<file path="src/rtl/tetris_pkg.sv">
// Shared board geometry, scanner state encoding and line-count clamp helper.
package tetris_pkg;

    localparam int unsigned BOARD_W          = 10;
    localparam int unsigned BOARD_H          = 20;
    localparam int unsigned ROW_AW           = $clog2(BOARD_H);
    localparam int unsigned MAX_REPORT_LINES = 4;

    typedef enum logic [1:0] {
        IDLE = 2'd0,
        SCAN = 2'd1,
        FILL = 2'd2,
        DONE = 2'd3
    } clr_state_t;

    // Reported count saturates; compaction still uses the full count.
    function automatic logic [2:0] clamp_lines(input int unsigned n);
        return (n > MAX_REPORT_LINES) ? 3'(MAX_REPORT_LINES) : 3'(n);
    endfunction

endpackage

</file>
<file path="src/rtl/line_clear_scanner_if.sv">
// Board row ports, lock/score strobes of the line clear scanner.
// total_lines exists only when LINE_CLEAR_STATS_EN is defined.
interface line_clear_scanner_if #(
    parameter int unsigned BOARD_W = tetris_pkg::BOARD_W,
    parameter int unsigned BOARD_H = tetris_pkg::BOARD_H
);
    localparam int unsigned AW = (BOARD_H > 1) ? $clog2(BOARD_H) : 1;

    logic               lock;
    logic [AW-1:0]      row_rd_addr;
    logic [BOARD_W-1:0] row_rd_data;
    logic               row_wr_en;
    logic [AW-1:0]      row_wr_addr;
    logic [BOARD_W-1:0] row_wr_data;
    logic               busy;
    logic               done;
    logic               update;
    logic [2:0]         num_lines;
`ifdef LINE_CLEAR_STATS_EN
    logic [15:0]        total_lines;
`endif

    modport master (
        input  lock, row_rd_data,
        output row_rd_addr, row_wr_en, row_wr_addr, row_wr_data,
        output busy, done, update, num_lines
`ifdef LINE_CLEAR_STATS_EN
        , output total_lines
`endif
    );

    modport slave (
        output lock, row_rd_data,
        input  row_rd_addr, row_wr_en, row_wr_addr, row_wr_data,
        input  busy, done, update, num_lines
`ifdef LINE_CLEAR_STATS_EN
        , input total_lines
`endif
    );

endinterface

</file>
<file path="src/rtl/line_clear_scanner.sv">
// Post-lock compaction: drops full rows bottom-up, zero-fills the top, reports count.
// Optional running total on bus.total_lines when LINE_CLEAR_STATS_EN is defined.
module line_clear_scanner #(
    parameter int unsigned BOARD_W = tetris_pkg::BOARD_W,
    parameter int unsigned BOARD_H = tetris_pkg::BOARD_H
) (
    input logic                  Clk,
    input logic                  Reset,
    line_clear_scanner_if.master bus
);
    import tetris_pkg::*;

    localparam int unsigned AW    = (BOARD_H > 1) ? $clog2(BOARD_H) : 1;
    localparam int unsigned CNT_W = $clog2(BOARD_H + 1);

    clr_state_t         state, state_nxt;
    logic [AW-1:0]      rd_ptr, rd_ptr_nxt;
    logic [AW-1:0]      wr_ptr, wr_ptr_nxt;
    logic [CNT_W-1:0]   cnt, cnt_nxt;
    logic [BOARD_W-1:0] rd_row;
    logic               row_full;
    logic               wr_en_c;
    logic               wr_zero_c;
    logic [2:0]         lines_c;

    logic               busy_q;
    logic               done_q;
    logic               update_q;
    logic [2:0]         num_lines_q;

    assign rd_row   = bus.row_rd_data;
    assign row_full = &rd_row;
    assign lines_c  = clamp_lines(32'(cnt_nxt));

    // Next-state, pointer and write-port decode
    always_comb begin
        state_nxt  = state;
        rd_ptr_nxt = rd_ptr;
        wr_ptr_nxt = wr_ptr;
        cnt_nxt    = cnt;
        wr_en_c    = 1'b0;
        wr_zero_c  = 1'b0;
        case (state)
            IDLE: begin
                if (bus.lock) begin
                    state_nxt  = SCAN;
                    rd_ptr_nxt = AW'(BOARD_H - 1);
                    wr_ptr_nxt = AW'(BOARD_H - 1);
                    cnt_nxt    = '0;
                end
            end
            SCAN: begin
                if (row_full) begin
                    cnt_nxt = cnt + CNT_W'(1);
                end else begin
                    wr_en_c    = (rd_ptr != wr_ptr);
                    wr_ptr_nxt = wr_ptr - AW'(1);
                end
                if (rd_ptr == '0) begin
                    state_nxt = (cnt_nxt == '0) ? DONE : FILL;
                end else begin
                    rd_ptr_nxt = rd_ptr - AW'(1);
                end
            end
            FILL: begin
                wr_en_c   = 1'b1;
                wr_zero_c = 1'b1;
                if (wr_ptr == '0) begin
                    state_nxt = DONE;
                end else begin
                    wr_ptr_nxt = wr_ptr - AW'(1);
                end
            end
            DONE: begin
                state_nxt = IDLE;
            end
            default: begin
                state_nxt = IDLE;
            end
        endcase
    end

    // State, pointers and registered status outputs
    always_ff @(posedge Clk) begin
        if (Reset) begin
            state       <= IDLE;
            rd_ptr      <= '0;
            wr_ptr      <= '0;
            cnt         <= '0;
            busy_q      <= 1'b0;
            done_q      <= 1'b0;
            update_q    <= 1'b0;
            num_lines_q <= '0;
        end else begin
            state    <= state_nxt;
            rd_ptr   <= rd_ptr_nxt;
            wr_ptr   <= wr_ptr_nxt;
            cnt      <= cnt_nxt;
            busy_q   <= (state_nxt != IDLE);
            done_q   <= (state_nxt == DONE);
            update_q <= (state_nxt == DONE) && (cnt_nxt != '0);
            if ((state == IDLE) && bus.lock) begin
                num_lines_q <= '0;
            end else if (state_nxt == DONE) begin
                num_lines_q <= lines_c;
            end
        end
    end

`ifdef LINE_CLEAR_STATS_EN
    logic [15:0] total_q;
    logic [16:0] total_sum_c;

    assign total_sum_c = 17'(total_q) + 17'(lines_c);

    // Saturating running sum of reported lines
    always_ff @(posedge Clk) begin
        if (Reset) begin
            total_q <= '0;
        end else if (state_nxt == DONE) begin
            total_q <= total_sum_c[16] ? 16'hFFFF : total_sum_c[15:0];
        end
    end

    assign bus.total_lines = total_q;
`endif

    assign bus.row_rd_addr = rd_ptr;
    assign bus.row_wr_en   = wr_en_c;
    assign bus.row_wr_addr = wr_ptr;
    assign bus.row_wr_data = wr_zero_c ? '0 : rd_row;
    assign bus.busy        = busy_q;
    assign bus.done        = done_q;
    assign bus.update      = update_q;
    assign bus.num_lines   = num_lines_q;

endmodule

</file>
<file path="src/flat_wrapper.sv">
// flat-port wrapper written by rule: the top's interface ports become plain ports
module line_clear_scanner_flat import tetris_pkg::*;
#(
    parameter int unsigned BOARD_W = tetris_pkg::BOARD_W,
    parameter int unsigned BOARD_H = tetris_pkg::BOARD_H
)
  (Clk, Reset, bus_lock, bus_row_rd_data, bus_row_rd_addr, bus_row_wr_en, bus_row_wr_addr, bus_row_wr_data, bus_busy, bus_done, bus_update, bus_num_lines);
  line_clear_scanner_if #(.BOARD_W(BOARD_W), .BOARD_H(BOARD_H)) bus_i ();
  input logic Clk;
  input logic Reset;
  input wire logic [$bits(bus_i.lock)-1:0] bus_lock;
  input wire logic [$bits(bus_i.row_rd_data)-1:0] bus_row_rd_data;
  output wire logic [$bits(bus_i.row_rd_addr)-1:0] bus_row_rd_addr;
  output wire logic [$bits(bus_i.row_wr_en)-1:0] bus_row_wr_en;
  output wire logic [$bits(bus_i.row_wr_addr)-1:0] bus_row_wr_addr;
  output wire logic [$bits(bus_i.row_wr_data)-1:0] bus_row_wr_data;
  output wire logic [$bits(bus_i.busy)-1:0] bus_busy;
  output wire logic [$bits(bus_i.done)-1:0] bus_done;
  output wire logic [$bits(bus_i.update)-1:0] bus_update;
  output wire logic [$bits(bus_i.num_lines)-1:0] bus_num_lines;
  assign bus_i.lock = bus_lock;
  assign bus_i.row_rd_data = bus_row_rd_data;
  assign bus_row_rd_addr = bus_i.row_rd_addr;
  assign bus_row_wr_en = bus_i.row_wr_en;
  assign bus_row_wr_addr = bus_i.row_wr_addr;
  assign bus_row_wr_data = bus_i.row_wr_data;
  assign bus_busy = bus_i.busy;
  assign bus_done = bus_i.done;
  assign bus_update = bus_i.update;
  assign bus_num_lines = bus_i.num_lines;
  line_clear_scanner #(.BOARD_W(BOARD_W), .BOARD_H(BOARD_H)) u_core (.Clk(Clk), .Reset(Reset), .bus(bus_i));
endmodule
</file>
<file path="config.mk">
export PLATFORM = sky130hd
export DESIGN_NAME = line_clear_scanner_flat
export DESIGN_NICKNAME = d
export VERILOG_FILES = /design/src/rtl/tetris_pkg.sv /design/src/rtl/line_clear_scanner_if.sv /design/src/rtl/line_clear_scanner.sv /design/src/flat_wrapper.sv
export SDC_FILE = /design/constraint.sdc
export NUM_CORES = 1
export LEC_CHECK = 0
export CAP_MARGIN = 5
export CORE_UTILIZATION = 53
export CTS_BUF_LIST = sky130_fd_sc_hd__clkbuf_2
export CTS_CLUSTER_SIZE = 12
export DETAILED_ROUTE_END_ITERATION = 10
export GPL_ROUTABILITY_DRIVEN = 0
export GPL_TIMING_DRIVEN = 1
export HOLD_SLACK_MARGIN = 0.03
export PLACE_DENSITY = 0.93
export SYNTH_ARGS = -nofsm -noshare
export SYNTH_HDL_FRONTEND = slang
export SYNTH_SLANG_ARGS = --single-unit
</file>
<file path="constraint.sdc">
create_clock -name Clk -period 4.1 [get_ports Clk]
set_input_delay 0.82 -clock Clk [delete_from_list [all_inputs] [get_ports Clk]]
set_output_delay 0.82 -clock Clk [all_outputs]
set_load 0.02 [all_outputs]
</file>
==> impl_metrics.toml <==
[timing]
fin_crit_ps = 3595
finClkSkew_ps = 1.076
post-route-period-util = 0.8767
relSlewSlack = 0.3765
hold_viol = 0
worstMarginPinSlew_ps = 922.3
drv_slew = 0
rsz0062_at_grt = "no"
max_freq_mhz = 278.2
fin_tns_setup_ps = 0
setup_viol = 0

[global_routing]
grt_pass1_wl_um = 5306
use_met2 = 0.4228
use_met1 = 0.3059
grt.overflow.total = 0
grt_max_degree = 20
grt_util_met3 = 0.03889
grt-busiest-layer = "met2"
grt_antenna_before_repair = 0
grt_pass1_vias = 1237
grt_usage = 0.2464

[setup_path]
crit_arrival_ps = 2770
worstPathCellList = "clkdlybuf4s50_1 > nand4_2 > or3_1 > a31oi_1 > nor2_1 > clkdlybuf4s50_1"
cp_max_fo = 9
required_ps = 3280
path_common_cell = "clkdlybuf4s50_1"
cpMaxStageDelayCell = "or3_1"
end_kind = "primary output"
crit_path_max_incr_delay_ps = 530
cp-start-kind = "input port"
crit_type = "in2out"

[logic_synthesis]
synth_compound_area_frac = 0.2111
synth.top_cells.by_area = "dfxtp_1 (31%), nor2_1 (5.6%), nor2b_1 (5.6%)"
syn_inst = 183
ys.flop_type = "dfxtp_1"
postSynthAreaPerCell_um2 = 7.999
async_flop_share = 0
synth.area.mux_share = 0.01368
synth_fa_ha_area_frac = 0.05128
synth_xor_area_frac = 0.04786
syn_nets = 202
yosys_warnings = 0
ys_seq_elements = 23
synthDistinctLibCells = 45
synth.largest_area_cell = "dfxtp_1"
syn-cell-area_um2 = 1464
seq_area_frac_synth = 0.3145
synth_top_family_by_area = "simple AND/OR/NAND/NOR gates"
yosysMostFrequentCell = "dfxtp_1"
synth_edf_count = 0
synthSimpleGateAreaFrac = 0.3077
synthDominantCellAreaShare = 0.3145
synth_commonest_cells = "dfxtp_1 (23), nor2_1 (22), nor2b_1 (13)"

[cells_and_area]
nets = 238
antenna_cells = 0
area_growth_pct = 28.03
instances_no_fill = 248
drive_gt1_frac = 0.05046

[die]
ios = 40
dieArea_um2 = 2976
die_w_um = 54.56
core_area_um2 = 2545
rows = 18
die_height_um = 54.56
start_util = 0.5752

[routing]
vias = 1515
via_per_inst = 6.109
remaining_drc_errors = 0
postRouteAntennaNets = 0
dr.pass1.iters = 4
drt-initial-drc-count = 44
wirelength_um = 3502
wire_per_inst_um = 14.12

[placement]
port_buffers = 39
hpwlAfterDp_um = 2638
dp_cells = 244

[min_path]
min_path_type = "reg2reg"

[clocking]
clk_pin_slew_ps = 210
clockBufferDepth = 2
clock_latency_ps = 340
numCtsBuffers = 3
clkSinkCount = 23
post_cts_buffers = 0
htree_levels = 1
cts_tree = "yes"
cts_hold_buf = 0
ctsResizeCount = 0
clock-root-buffer = "clkbuf_2"

[run_status]
status = "complete, no violations"

[power]
p_leak_uw = 0.0007088
powerDensity_nw_per_um2 = 657.3
worst_ir_drop_vdd_v = 0.0006591

[flow_run]
maxCapViolations = 0
-- per-stage QoR --
stage,setup slack (ps),util,power [µW],hold WS [ps],area [µm²]
after CTS,504.0,0.7365,1223,494.9,1874
final,505.4,0.7365,1232,489.8,1874
after floorplan,1446,-,880.6,541.7,1464
after detailed placement,508.3,0.7286,1130,464.1,1854
after global routing,444.1,0.7365,1320,519.9,1874
after global placement,528.7,0.7286,1102,461.8,1854
-- routing by layer --
layer | wire length, µm | up-vias | part of all wire
met5 | 0 | - | 0
met4 | 73 | 0 | 0.021
li1 | - | 720 | -
met2 | 1660 | 86 | 0.47
met3 | 298 | 13 | 0.085
met1 | 1470 | 696 | 0.42
-- where the power goes --
group	internal (µW)	leakage, µW	switching [µW]	total (µW)
Clock	22.1	0.0000164	70.2	92.4
Sequential	278	0.000188	69.8	348
Combinational	344	0.000505	448	792
-- kinds of logic after synthesis --
| kind of cell | after synthesis |
|---|---|
| and+or+nand+nor | 82 |
| xor gates and xnor gates | 8 |
| muxes | 2 |
| adders and majority gates | 6 |
| AOI/OAI and AO/OA | 43 |
| buffers and inverters | 19 |
| DFF | 23 |
-- critical path: cells and delay by family --
| kind | cells | cell delay, ps |
|---|---|---|
| buffers and inverters | 2 | 1020 |
| AND/OR/NAND/NOR | 3 | 720 |
| AO/OA/AOI/OAI | 1 | 210 |
-- flip-flops by register name, indices dropped and copies added, names as in the netlist --
| register | flops |
|---|---|
| u_core.bus.row_rd_addr | 5 |
| u_core.cnt | 5 |
| u_core.state | 2 |
| u_core.bus.row_wr_addr | 5 |
| u_core.bus.busy | 1 |
| u_core.bus.update | 1 |
| u_core.bus.num_lines | 3 |
| u_core.bus.done | 1 |
-- layout by cell type (no fill, tap or decap), types with 4 or more instances in the layout --
cell,Yosys,layout
nor3_1,4,4
nand3_1,6,6
xnor2_1,5,5
o21ai_0,6,6
nor2b_1,13,13
dfxtp_1,23,23
clkdlybuf4s50_1,0,39
nor2_1,22,22
inv_1,11,11
a211oi_1,5,5
ha_1,6,6
a21oi_1,10,10
nand2_1,12,12
-- path summary, 6_finish.rpt --
check,slack (ps),startpoint,end,cells past startpoint
worst max-delay path,510,bus_row_rd_data[8],bus_row_wr_en,6
worst min-delay path,490,u_core.bus.num_lines[0],u_core.bus.num_lines[0],2
worst max register to register,1400,u_core.state[0],u_core.bus.num_lines[0],6
worst min register to register,490,u_core.bus.num_lines[0],u_core.bus.num_lines[0],2
-- final cells by class --
class	count	area, µm²
Clock buffer	3	15.01
Clock inverter	1	5.005
Fill cell	199	670.6
Inverter	11	41.29
Multi-Input combinational cell	141	924.6
Sequential cell	23	460.4
Tap cell	30	37.54
Timing Repair Buffer	39	390.4
Note: power is estimated with default switching activity, not from simulation.
